===== src/rtl/flex_bank_router.sv =====
// Registered address/strobe router from one host port to NUM_BANK single-port SRAM banks,
// with broadcast writes and an in-order read-return pipeline matched to the bank latency.
module flex_bank_router #(
  parameter int NUM_BANK = 4,
  parameter int SEL_W    = $clog2(NUM_BANK),
  parameter int BANK_AW  = 4,
  parameter int DW       = 16,
  parameter int RD_LAT   = 1
) (
  input  logic                     iClk,
  input  logic                     iRst,
  input  logic                     iCsn,
  input  logic                     iWrn,
  input  logic                     iBcast,
  input  logic [SEL_W+BANK_AW-1:0] iAddr,
  input  logic [DW-1:0]            iWrDt,
  output logic [BANK_AW-1:0]       oAddr,
  output logic [DW-1:0]            oWrDt,
  output logic [NUM_BANK-1:0]      oCsn,
  output logic [NUM_BANK-1:0]      oWrn,
  input  logic [NUM_BANK*DW-1:0]   iRdDt,
  output logic [DW-1:0]            oRdDt,
  output logic                     oRdVld
);

  localparam int AW     = SEL_W + BANK_AW;
  localparam int PIPE_D = RD_LAT + 1;

  logic [SEL_W-1:0]    sel;
  logic                req_wr;
  logic                req_rd;
  logic                bcast_wr;
  logic [NUM_BANK-1:0] hit;
  logic [NUM_BANK-1:0] csn_d;
  logic [NUM_BANK-1:0] wrn_d;
  logic [DW-1:0]       rd_word [NUM_BANK];

  assign sel      = iAddr[AW-1 -: SEL_W];
  assign req_wr   = ~iCsn & ~iWrn;
  assign req_rd   = ~iCsn & iWrn;
  // Broadcast only applies to writes; a read with iBcast set is an ordinary read.
  assign bcast_wr = req_wr & iBcast;

  genvar gi;
  generate
    for (gi = 0; gi < NUM_BANK; gi++) begin : g_bank
      assign hit[gi]     = (sel == SEL_W'(gi));
      assign csn_d[gi]   = ~(bcast_wr | (~iCsn & hit[gi]));
      assign wrn_d[gi]   = ~(bcast_wr | (req_wr & hit[gi]));
      assign rd_word[gi] = iRdDt[gi*DW +: DW];
    end
  endgenerate

  logic [NUM_BANK-1:0] csn_q;
  logic [NUM_BANK-1:0] wrn_q;
  logic [BANK_AW-1:0]  addr_q;
  logic [DW-1:0]       wrdt_q;
  logic [DW-1:0]       rddt_q;
  logic                rdvld_q;
  logic [PIPE_D-1:0]   pv_q;
  logic [SEL_W-1:0]    ps_q [PIPE_D];

  // Stage i of {pv_q, ps_q} describes a read issued i+1 cycles ago; the tail stage
  // lines up with the cycle in which the bank drives iRdDt.
  always_ff @(posedge iClk) begin
    if (iRst) begin
      csn_q   <= '1;
      wrn_q   <= '1;
      addr_q  <= '0;
      wrdt_q  <= '0;
      rddt_q  <= '0;
      rdvld_q <= 1'b0;
      pv_q    <= '0;
      for (int i = 0; i < PIPE_D; i++) ps_q[i] <= '0;
    end else begin
      csn_q <= csn_d;
      wrn_q <= wrn_d;
      if (!iCsn) addr_q <= iAddr[BANK_AW-1:0];
      if (req_wr) wrdt_q <= iWrDt;
      pv_q    <= {pv_q[PIPE_D-2:0], req_rd};
      ps_q[0] <= sel;
      for (int i = 1; i < PIPE_D; i++) ps_q[i] <= ps_q[i-1];
      rdvld_q <= pv_q[RD_LAT];
      if (pv_q[RD_LAT]) rddt_q <= rd_word[ps_q[RD_LAT]];
    end
  end

  assign oCsn   = csn_q;
  assign oWrn   = wrn_q;
  assign oAddr  = addr_q;
  assign oWrDt  = wrdt_q;
  assign oRdDt  = rddt_q;
  assign oRdVld = rdvld_q;

endmodule


===== config.mk =====
export PLATFORM = sky130hd
export DESIGN_NAME = flex_bank_router
export DESIGN_NICKNAME = d
export VERILOG_FILES = /design/src/rtl/flex_bank_router.sv
export SDC_FILE = /design/constraint.sdc
export NUM_CORES = 1
export LEC_CHECK = 0
export CAP_MARGIN = 20
export CELL_PAD_IN_SITES_DETAIL_PLACEMENT = 1
export CELL_PAD_IN_SITES_GLOBAL_PLACEMENT = 1
export CORE_MARGIN = 2
export CORE_UTILIZATION = 27
export CTS_CLUSTER_SIZE = 28
export DETAILED_ROUTE_END_ITERATION = 10
export PLACE_DENSITY_LB_ADDON = 0.2
export SETUP_SLACK_MARGIN = 0.5
export SYNTH_ARGS = -nofsm -noshare
export SYNTH_HDL_FRONTEND = slang
export SYNTH_SLANG_ARGS = --single-unit
export TNS_END_PERCENT = 50

===== constraint.sdc =====
create_clock -name iClk -period 1.99 [get_ports iClk]
set_clock_uncertainty 0.1 [all_clocks]
set_input_delay 0.597 -clock iClk [delete_from_list [all_inputs] [get_ports iClk]]
set_output_delay 0.597 -clock iClk [all_outputs]
set_load 0.005 [all_outputs]

==> metrics.md <==
| Metric | Value |
|---|---|
| Nets@finish | `442` |
| Final Instance Count excl. Fillers | `457` |
| Initial cell density of the core | `0.2788` |
| Number of synthesized flops with an enable pin | `0` |
| Crit path max-delay family | `flip-flops` |
| Max stage delay on crit path | `0.33 ns` |
| DRC | `0` |
| Die Span X | `96.34 um` |
| Power Total | `2358 uW` |
| Core area | `8258 um^2` |
| Leakage dissipation | `0.001499 uW` |
| Worst hold path class | `reg2reg` |
| WS Path Type | `reg2out` |
| Hold_buf cts | `0` |
| Post-synth top flop | `dfxtp_1` |
| Unique masters post-synth | `19` |
| ANT nets after route | `0` |
| Logic pwr share | `0.176` |
| CP Capture Type | `primary output` |
| Overall die area | `9281 um^2` |
| Yosys reg bits | `51` |
| Detailed placer's ending HPWL | `5.160 mm` |
| Post-CTS setup buffers | `0` |
| Cells after synthesis | `216` |
| Max Buffers Root-to-Sink | `2` |
| Clk slew on worst S/H paths | `0.09 ns` |
| DR WL/cell | `15.77 um` |
| Total gr overflow | `0` |
| Yosys warns | `0` |
| H-tree depth | `2` |
| Status | `complete, no violations` |
| Synth area leaders | `dfxtp_1, mux2i_1, or3b_2` |
| Vias | `2181` |
| Crit path cell chain | `clkdlybuf4s15_1` |
| CTS tree | `done` |
| RSZ-0062 raised after global routing | `true` |
| Setup violations, final | `0` |
| Slowest CP cell | `dfxtp_2` |
| Worst path bufs/invs | `1` |
| Initial DRC Count | `32` |
| Die height | `96.34 um` |
| Syn nets | `307` |
| DR vias/cell | `4.772` |
| Slew margin rel. | `0.7152` |
| Final Cycle Share | `0.7695` |
| 1st-pass router iterations | `4` |
| Placed cell count | `447` |
| Top-count cell post-synth | `dfxtp_1` |
| VDD IR max | `0.0003370 V` |
| Worst Slack Setup Final | `0.4587 ns` |
| Final GP Congestion | `0.7257` |
| Yosys top cell area share | `0.4435` |
| Cts bufs inserted | `5` |
| Clk network pwr share | `0.364` |
| Final core occ | `0.4680` |
| Slew Limit Fails | `0` |
| Fraction of layout instances using a drive strength above 1 | `0.4261` |
| Syn Area/Cell | `10.66 um^2` |
| Row Count | `33` |
| Worst-Margin Slew | `0.4272 ns` |
| Maximum fanout along the worst path | `2` |
| Final hold vios | `0` |
| Pin count of the biggest net entering global routing | `36` |
| Crit path required time | `1.29 ns` |
| Hold slack | `0.3428 ns` |
| I/O Buffers | `135` |
| Synth cell count leaders | `dfxtp_1, mux2i_1, or3b_2` |
| Place WS | `-0.02502 ns` |
| Fmax | `653.0 MHz` |
| Power density cells | `610.1 nW/um^2` |
| Sequential fraction of the synthesis area | `0.4435` |
| Clk_lat worst skew | `0.30 ns` |
| Clock root buffer master | `clkbuf_8` |
| Max-Cap Viols | `0` |
| Total Wirelength | `7.209 mm` |
| Critical path arrival | `0.83 ns` |
| Vias in the first global route | `2129` |
| GRT Resource Usage Total | `0.1471` |
| Initial antenna violation count | `0` |
| Crit start category | `flop` |
| Largest area contributor in the netlist | `dfxtp_1` |
| Minimum clock period | `1.531 ns` |
| Area grow syn2layout | `67.88%` |
| Clock tree sinks | `51` |
| First-pass GRT wire length | `10.57 mm` |
| Sw frac | `0.2199` |
| Ant diodes | `0` |
| Internal cell power | `1839 uW` |
| Post-synthesis async set-or-reset flop share | `0` |
| Register share of total power | `0.460` |
| Net Sw Power | `518.6 uW` |
| Mapped cell area | `2302 um^2` |
| Io pins | `136` |
timing repair:
action                                  CTS  global route
endpoints found under the setup margin   72            49
gates cloned                              1             1
resized for setup                       187            32
pin swaps                                 0             2
power groups by stage:
stage	registers [uW]	logic, uW	clock network, uW
floorplan	1100	142	0
global route	1090	452	931
global placement	1100	420	0
CTS	1080	407	899
finish	1080	415	859
detailed placement	1100	427	0
sequential cells by signal, summed over array words and instances (netlist names):
signal,count
oRdDt,16
oWrDt,16
oAddr,4
oCsn,4
oWrn,4
ps_q,4
pv_q,2
oRdVld,1
per-layer routing:
layer  share of wire  GRT usage
met5               0          0
met4          0.0090    0.03521
met3            0.10    0.03994
met2            0.44     0.2442
met1            0.45     0.1896
through the flow:
| step | instance area (um^2) | TNS (ns) |
|---|---|---|
| 2_1_floorplan | 2310 | 0 |
| 3_5_place_dp | 3784 | -0.1589 |
| 5_1_grt | 3865 | 0 |
| 4_1_cts | 3809 | 0 |
| 6_report | 3865 | 0 |
| 3_3_place_gp | 3784 | 0 |
placed cells by master (no fill, tap or decap):
cell type	Yosys	routed
clkbuf_16	0	1
buf_12	0	3
dfxtp_2	0	38
nor2b_1	9	9
dfxtp_1	51	13
nor2_1	6	6
buf_4	2	9
clkdlybuf4s50_1	0	87
o221ai_2	10	10
clkdlybuf4s15_1	0	5
clkbuf_2	1	6
a21oi_2	0	7
clkinvlp_4	0	1
or3b_2	30	25
clkbuf_8	0	5
buf_2	6	36
nor3_2	0	1
dlymetal6s2s_1	0	1
mux2i_1	36	36
bufinv_16	0	2
nand3b_1	1	1
and2_1	2	2
o21ai_0	24	24
or3b_1	3	3
bufbuf_16	0	1
or3b_4	0	5
a21oi_1	16	9
o221ai_1	6	6
logic make-up after synthesis:
family / share of synthesized area
AND/OR/NAND/NOR: 0.1706
flip-flops: 0.4435
AO/OA/AOI/OAI: 0.1750
multiplexers: 0.1565
buffers and inverters: 0.05434
path summary, 6_finish.rpt:
| kind | end | slack (ns) | depth (start not counted) | from |
|---|---|---|---|---|
| worst max-delay path | oRdDt[9] | 0.46 | 1 | oRdDt[9]$_SDFFE_PP0P_ |
| worst min-delay path | ps_q[0][3]$_SDFF_PP0_ | 0.34 | 1 | ps_q[0][1]$_SDFF_PP0_ |
| worst max register to register | oRdDt[7]$_SDFFE_PP0P_ | 0.56 | 3 | ps_q[0][3]$_SDFF_PP0_ |
| worst min register to register | ps_q[0][3]$_SDFF_PP0_ | 0.34 | 1 | ps_q[0][1]$_SDFF_PP0_ |
final cells by class:
type | instances | area [um^2]
multi-input combinational | 144 | 1200
clock inverter | 3 | 67.56
fill | 944 | 4393
clock buffer | 5 | 68.82
timing repair buffer | 149 | 1329
tap | 105 | 131.4
sequential | 51 | 1069
(Power assumes the default switching activity.)
==> edit 1 (same flow settings) <==
Add an input register stage for `iWrDt`, without a reset; this delays it by one clock. The other inputs are not delayed to match.
--- a/src/rtl/flex_bank_router.sv
+++ b/src/rtl/flex_bank_router.sv
@@ -25,6 +25,12 @@
 
   localparam int AW     = SEL_W + BANK_AW;
   localparam int PIPE_D = RD_LAT + 1;
+
+  logic [DW-1:0] iWrDt_q;
+
+  always_ff @(posedge iClk) begin
+    iWrDt_q <= iWrDt;
+  end
 
   logic [SEL_W-1:0]    sel;
   logic                req_wr;
@@ -76,7 +82,7 @@
       csn_q <= csn_d;
       wrn_q <= wrn_d;
       if (!iCsn) addr_q <= iAddr[BANK_AW-1:0];
-      if (req_wr) wrdt_q <= iWrDt;
+      if (req_wr) wrdt_q <= iWrDt_q;
       pv_q    <= {pv_q[PIPE_D-2:0], req_rd};
       ps_q[0] <= sel;
       for (int i = 1; i < PIPE_D; i++) ps_q[i] <= ps_q[i-1];
Formal check against the unedited RTL: not equivalent (Yosys sat finds a counterexample within 4 cycles, from zero or initial values and one cycle with iRst high).
==> edit 1 against the unedited design <==
Power grew 22%; area after synthesis grew 14%; sequential share of layout area grew 4.8 points; cell area grew 11%; count of clock-buffer cells in the layout grew 6; routed wire length grew 8.1%; sequential cell count grew 16; worst setup slack gained 0.050 ns; critical path type unchanged.
==> edit 1: results <==
group,metric,value,unit
global_route,grt_pass1_wl,11.5,mm
yosys,syn-num-nets,323,
global_route,grt_antenna_before_repair,0,
yosys,synth-xor-area-share,0,%
drt,initial_detailed_routing_violation_count,46,
global_route,first_global_vias,2329,
cells_and_area,instances_no_fill,503,
placed_design,globalplace.congestion,0.745,
yosys,avgSynthCellArea,11.3,µm²
cells_and_area,antenna_cells_inserted,0,
placed_design,dp.cells,484,
worst_setup_path,crit_path_top_delay_cell,"sky130_fd_sc_hd__dfxtp_2",
power_and_ir_drop,cellLeakagePower,0.00165,µW
yosys,area_fraction_in_compound_gates_after_synthesis,15.4,%
drt,drt_wl_total,7.79,mm
yosys,synth_top_cells_by_area,"sky130_fd_sc_hd__dfxtp_1 51%, sky130_fd_sc_hd__mux2i_1 14%, sky130_fd_sc_hd__or3b_2 10%, sky130_fd_sc_hd__o221ai_2 5.7%, sky130_fd_sc_hd__o21ai_0 4.6%",
worst_setup_path,arrival,0.78,ns
clock_tree,path_clk_slew,0.07,ns
global_route,gr-usage-all-layers,14.2,%
drt,vias_per_cell,4.55,
clock_tree,clkLatencyLatePin,0.34,ns
yosys,yosysWarnings,0,
cells_and_area,layout-drive-gt1-share,41.4,%
clock_tree,h-tree-depth,3,
yosys,yosys.cell_types.count,19,
global_route,grt_max_degree,36,
yosys,synth_top_cells_by_count,"67 x sky130_fd_sc_hd__dfxtp_1, 36 x sky130_fd_sc_hd__mux2i_1, 30 x sky130_fd_sc_hd__or3b_2",
hold_path,hp-class,"reg2reg",
power_and_ir_drop,max-vdd-ir-drop,0.000305,V
yosys,post_synthesis_share_of_cell_area_spent_on_full_adders_half_adders_and_majority_gates,0,%
yosys,yosys-mux-area-fraction,13.7,%
worst_setup_path,r2r_cells,3,
worst_setup_path,path_delay_family,"flip-flops",
worst_setup_path,slowest_delay,0.33,ns
hold_path,hold_crit_depth,1,
clock_tree,cts-buffers-inserted,9,
status,run_status,"finished, final reports clean",
yosys,synth-seq-area-share,51.1,%
sta,slew_headroom,79.5,%
placed_design,buffer_ports.inserted,135,
placed_design,place.detailed.hpwl,5.20,mm
cells_and_area,number_of_filler_cells_placed_in_the_layout,1049,
clock_tree,clock_tree.buffer_depth,2,
clock_tree,cts_root_buffer,"sky130_fd_sc_hd__clkbuf_8",
worst_setup_path,cp_max_fo,2,
cells_and_area,nets,460,
yosys,ys_async_sr_fraction,0,%
drt,pre_antenna_drt_iters,4,
-- edit 1: timing repair --
action / 4_1_cts / 5_1_grt
buffers inserted: 1 / 0
hold endpoints to repair: 0 / 0
endpoints found under the setup margin: 69 / 73
gates resized for setup: 189 / 42
gates cloned: 1 / 1
-- edit 1: stage by stage --
| stage | instance area (µm²) | setup slack [ns] | utilization, % | total power, µW |
|---|---|---|---|---|
| finish | 4280 | 0.508 | 45.9 | 2870 |
| global route | 4280 | 0.461 | 45.9 | 3020 |
| CTS | 4270 | 0.355 | 45.8 | 2910 |
| detailed placement | 4120 | -0.0179 | 44.2 | 1880 |
| global placement | 4120 | 0.0305 | 44.2 | 1870 |
| floorplan | 2630 | 0.380 | - | 1590 |
-- edit 1: area by class of cell --
cell class	count	share of cell area (%)
well taps	129	3.77
clock inverters	5	0.876
repair buffers	147	32.4
flip-flops and latches	67	32.5
multi-input cells	144	27.2
clock buffers	11	3.30
-- edit 1: worst paths after layout --
check        slack, ns        from        end
min               0.34     pv_q[0]    pv_q[1]
max               0.51    oWrDt[9]   oWrDt[9]
min reg2reg       0.34     pv_q[0]    pv_q[1]
max reg2reg       0.71  ps_q[0][3]  oRdDt[10]
-- edit 1: metal layers --
| metal | GRT usage [%] | routed length, µm |
|---|---|---|
| met1 | 17.9 | 3500 |
| met2 | 22.8 | 3430 |
| met3 | 4.88 | 807 |
| met4 | 4.31 | 65 |
| met5 | 0 | 0 |
-- edit 1: logic make-up after synthesis --
kind of cell,Yosys count
muxes,36
DFF,67
AOI/OAI and AO/OA,56
and+or+nand+nor,52
buffers and inverters,21
-- edit 1: report_power, final --
part / internal (µW) / switching [µW]
clock: 491 / 538
sequential: 1400 / 21.2
combinational: 277 / 146
total: 2170 / 705
==> edit 2 (same flow settings) <==
Without the edit above. The parameter `RD_LAT` goes from 1 to 2.
--- a/src/rtl/flex_bank_router.sv
+++ b/src/rtl/flex_bank_router.sv
@@ -5,7 +5,7 @@
   parameter int SEL_W    = $clog2(NUM_BANK),
   parameter int BANK_AW  = 4,
   parameter int DW       = 16,
-  parameter int RD_LAT   = 1
+  parameter int RD_LAT   = 2
 ) (
   input  logic                     iClk,
   input  logic                     iRst,
Behaviour: not the same (a bounded check fails within 4 cycles, from zero or initial values and one cycle with iRst high).
==> edit 2 against the unedited design <==
Worst setup slack better by 0.045 ns; clock power is 21% lower; count of clock-buffer cells in the layout is 2 higher; power is 6.3% lower; critical endpoint is now oWrDt[5]; area after synthesis is 2.9% higher; routed wire length is 0.82% higher; highest routed layer unchanged; cell area is 0.94% higher; sequential cell count is 3 higher.
==> edit 2: results <==
group,metric,value,unit
cells_and_area,instances_no_fill,468,
placed_design,dp.cells,458,
cells_and_area,clock_tree_buffer_count_of_the_final_layout,7,
power_and_ir_drop,max-vdd-ir-drop,0.000260,V
hold_path,worst_hold_startpoint,"ps_q[0][3]",
global_route,grt_pass1_wl,11.5,mm
worst_setup_path,worstSetupEndpoint,"oWrDt[5]",
yosys,avgSynthCellArea,10.7,µm²
worst_setup_path,slowest_delay,0.45,ns
drt,initial_detailed_routing_violation_count,29,
sta,worst_hold_slack,0.345,ns
cells_and_area,clock_tree_area_fraction,2.69,%
placed_design,place.detailed.hpwl,5.17,mm
status,run_status,"finished, final reports clean",
yosys,syn-num-nets,313,
cells_and_area,area_share_of_buffers_outside_the_clock_network,34.0,%
worst_setup_path,rrSetupSlack,0.63,ns
drt,met3RoutedLength,495,µm
yosys,synth.ff_latch_count,54,
sta,part_of_the_cycle_the_worst_path_needs,74.7,%
cells_and_area,layout-drive-gt1-share,42.2,%
yosys,synth_top_cells_by_count,"54 x sky130_fd_sc_hd__dfxtp_1, 36 x sky130_fd_sc_hd__mux2i_1, 26 x sky130_fd_sc_hd__or3b_2",
yosys,yosys.cell_types.count,17,
global_route,grt_util_met2,23.6,%
worst_setup_path,path_delay_family,"buffers and inverters",
power_and_ir_drop,cellLeakagePower,0.00151,µW
drt,vias_per_cell,4.72,
worst_setup_path,cp-startpoint,"iWrDt[5]",
yosys,synth_top_cells_by_area,"sky130_fd_sc_hd__dfxtp_1 46%, sky130_fd_sc_hd__mux2i_1 15%, sky130_fd_sc_hd__or3b_2 9.6%, sky130_fd_sc_hd__o221ai_2 6.3%, sky130_fd_sc_hd__o21ai_0 5.1%",
placed_design,pre_cts_slack,-0.0261,ns
global_route,first_global_vias,2307,
worst_setup_path,rr_endpoint,"oRdDt[15]",
yosys,synth-seq-area-share,45.6,%
placed_design,placed_standard_cell_area,3890,µm²
worst_setup_path,rr_startpoint,"ps_q[0][5]",
cells_and_area,final.signal_buffer_count,151,
placed_design,globalplace.congestion,0.705,
drt,post_dr_wirelength_cell,15.5,µm
## edit 2: changes by cell type after synthesis, sizes merged
cell | unedited run | this run
clkbuf | 8 | 10
nor2b | 9 | 12
dfxtp | 51 | 54
buf | 13 | 11
## edit 2: how the worst min path moves through the flow
stage / endpoint / depth (start not counted)
global placement: ps_q[0][2] / 1
detailed placement: pv_q[2] / 1
floorplan: ps_q[0][2] / 1
finish: ps_q[0][5] / 1
CTS: pv_q[2] / 1
global route: ps_q[0][5] / 1
## edit 2: timing repair
item | CTS | global route
gates resized for setup | 185 | 36
endpoints found under the setup margin | 75 | 47
gates cloned | 1 | 1
## edit 2: cells by family (layout without fill, tap and decap cells)
family	after synthesis	in the layout	share of synthesized area, %
compound gates	56	56	17.0
simple gates	55	55	17.4
flops	54	54	45.6
mux	36	36	15.2
buf+inv	21	159	4.80
## edit 2: where the power goes
part,switching (µW),internal [µW]
sequential,16.8,1120
combinational,133,261
clock,358,320
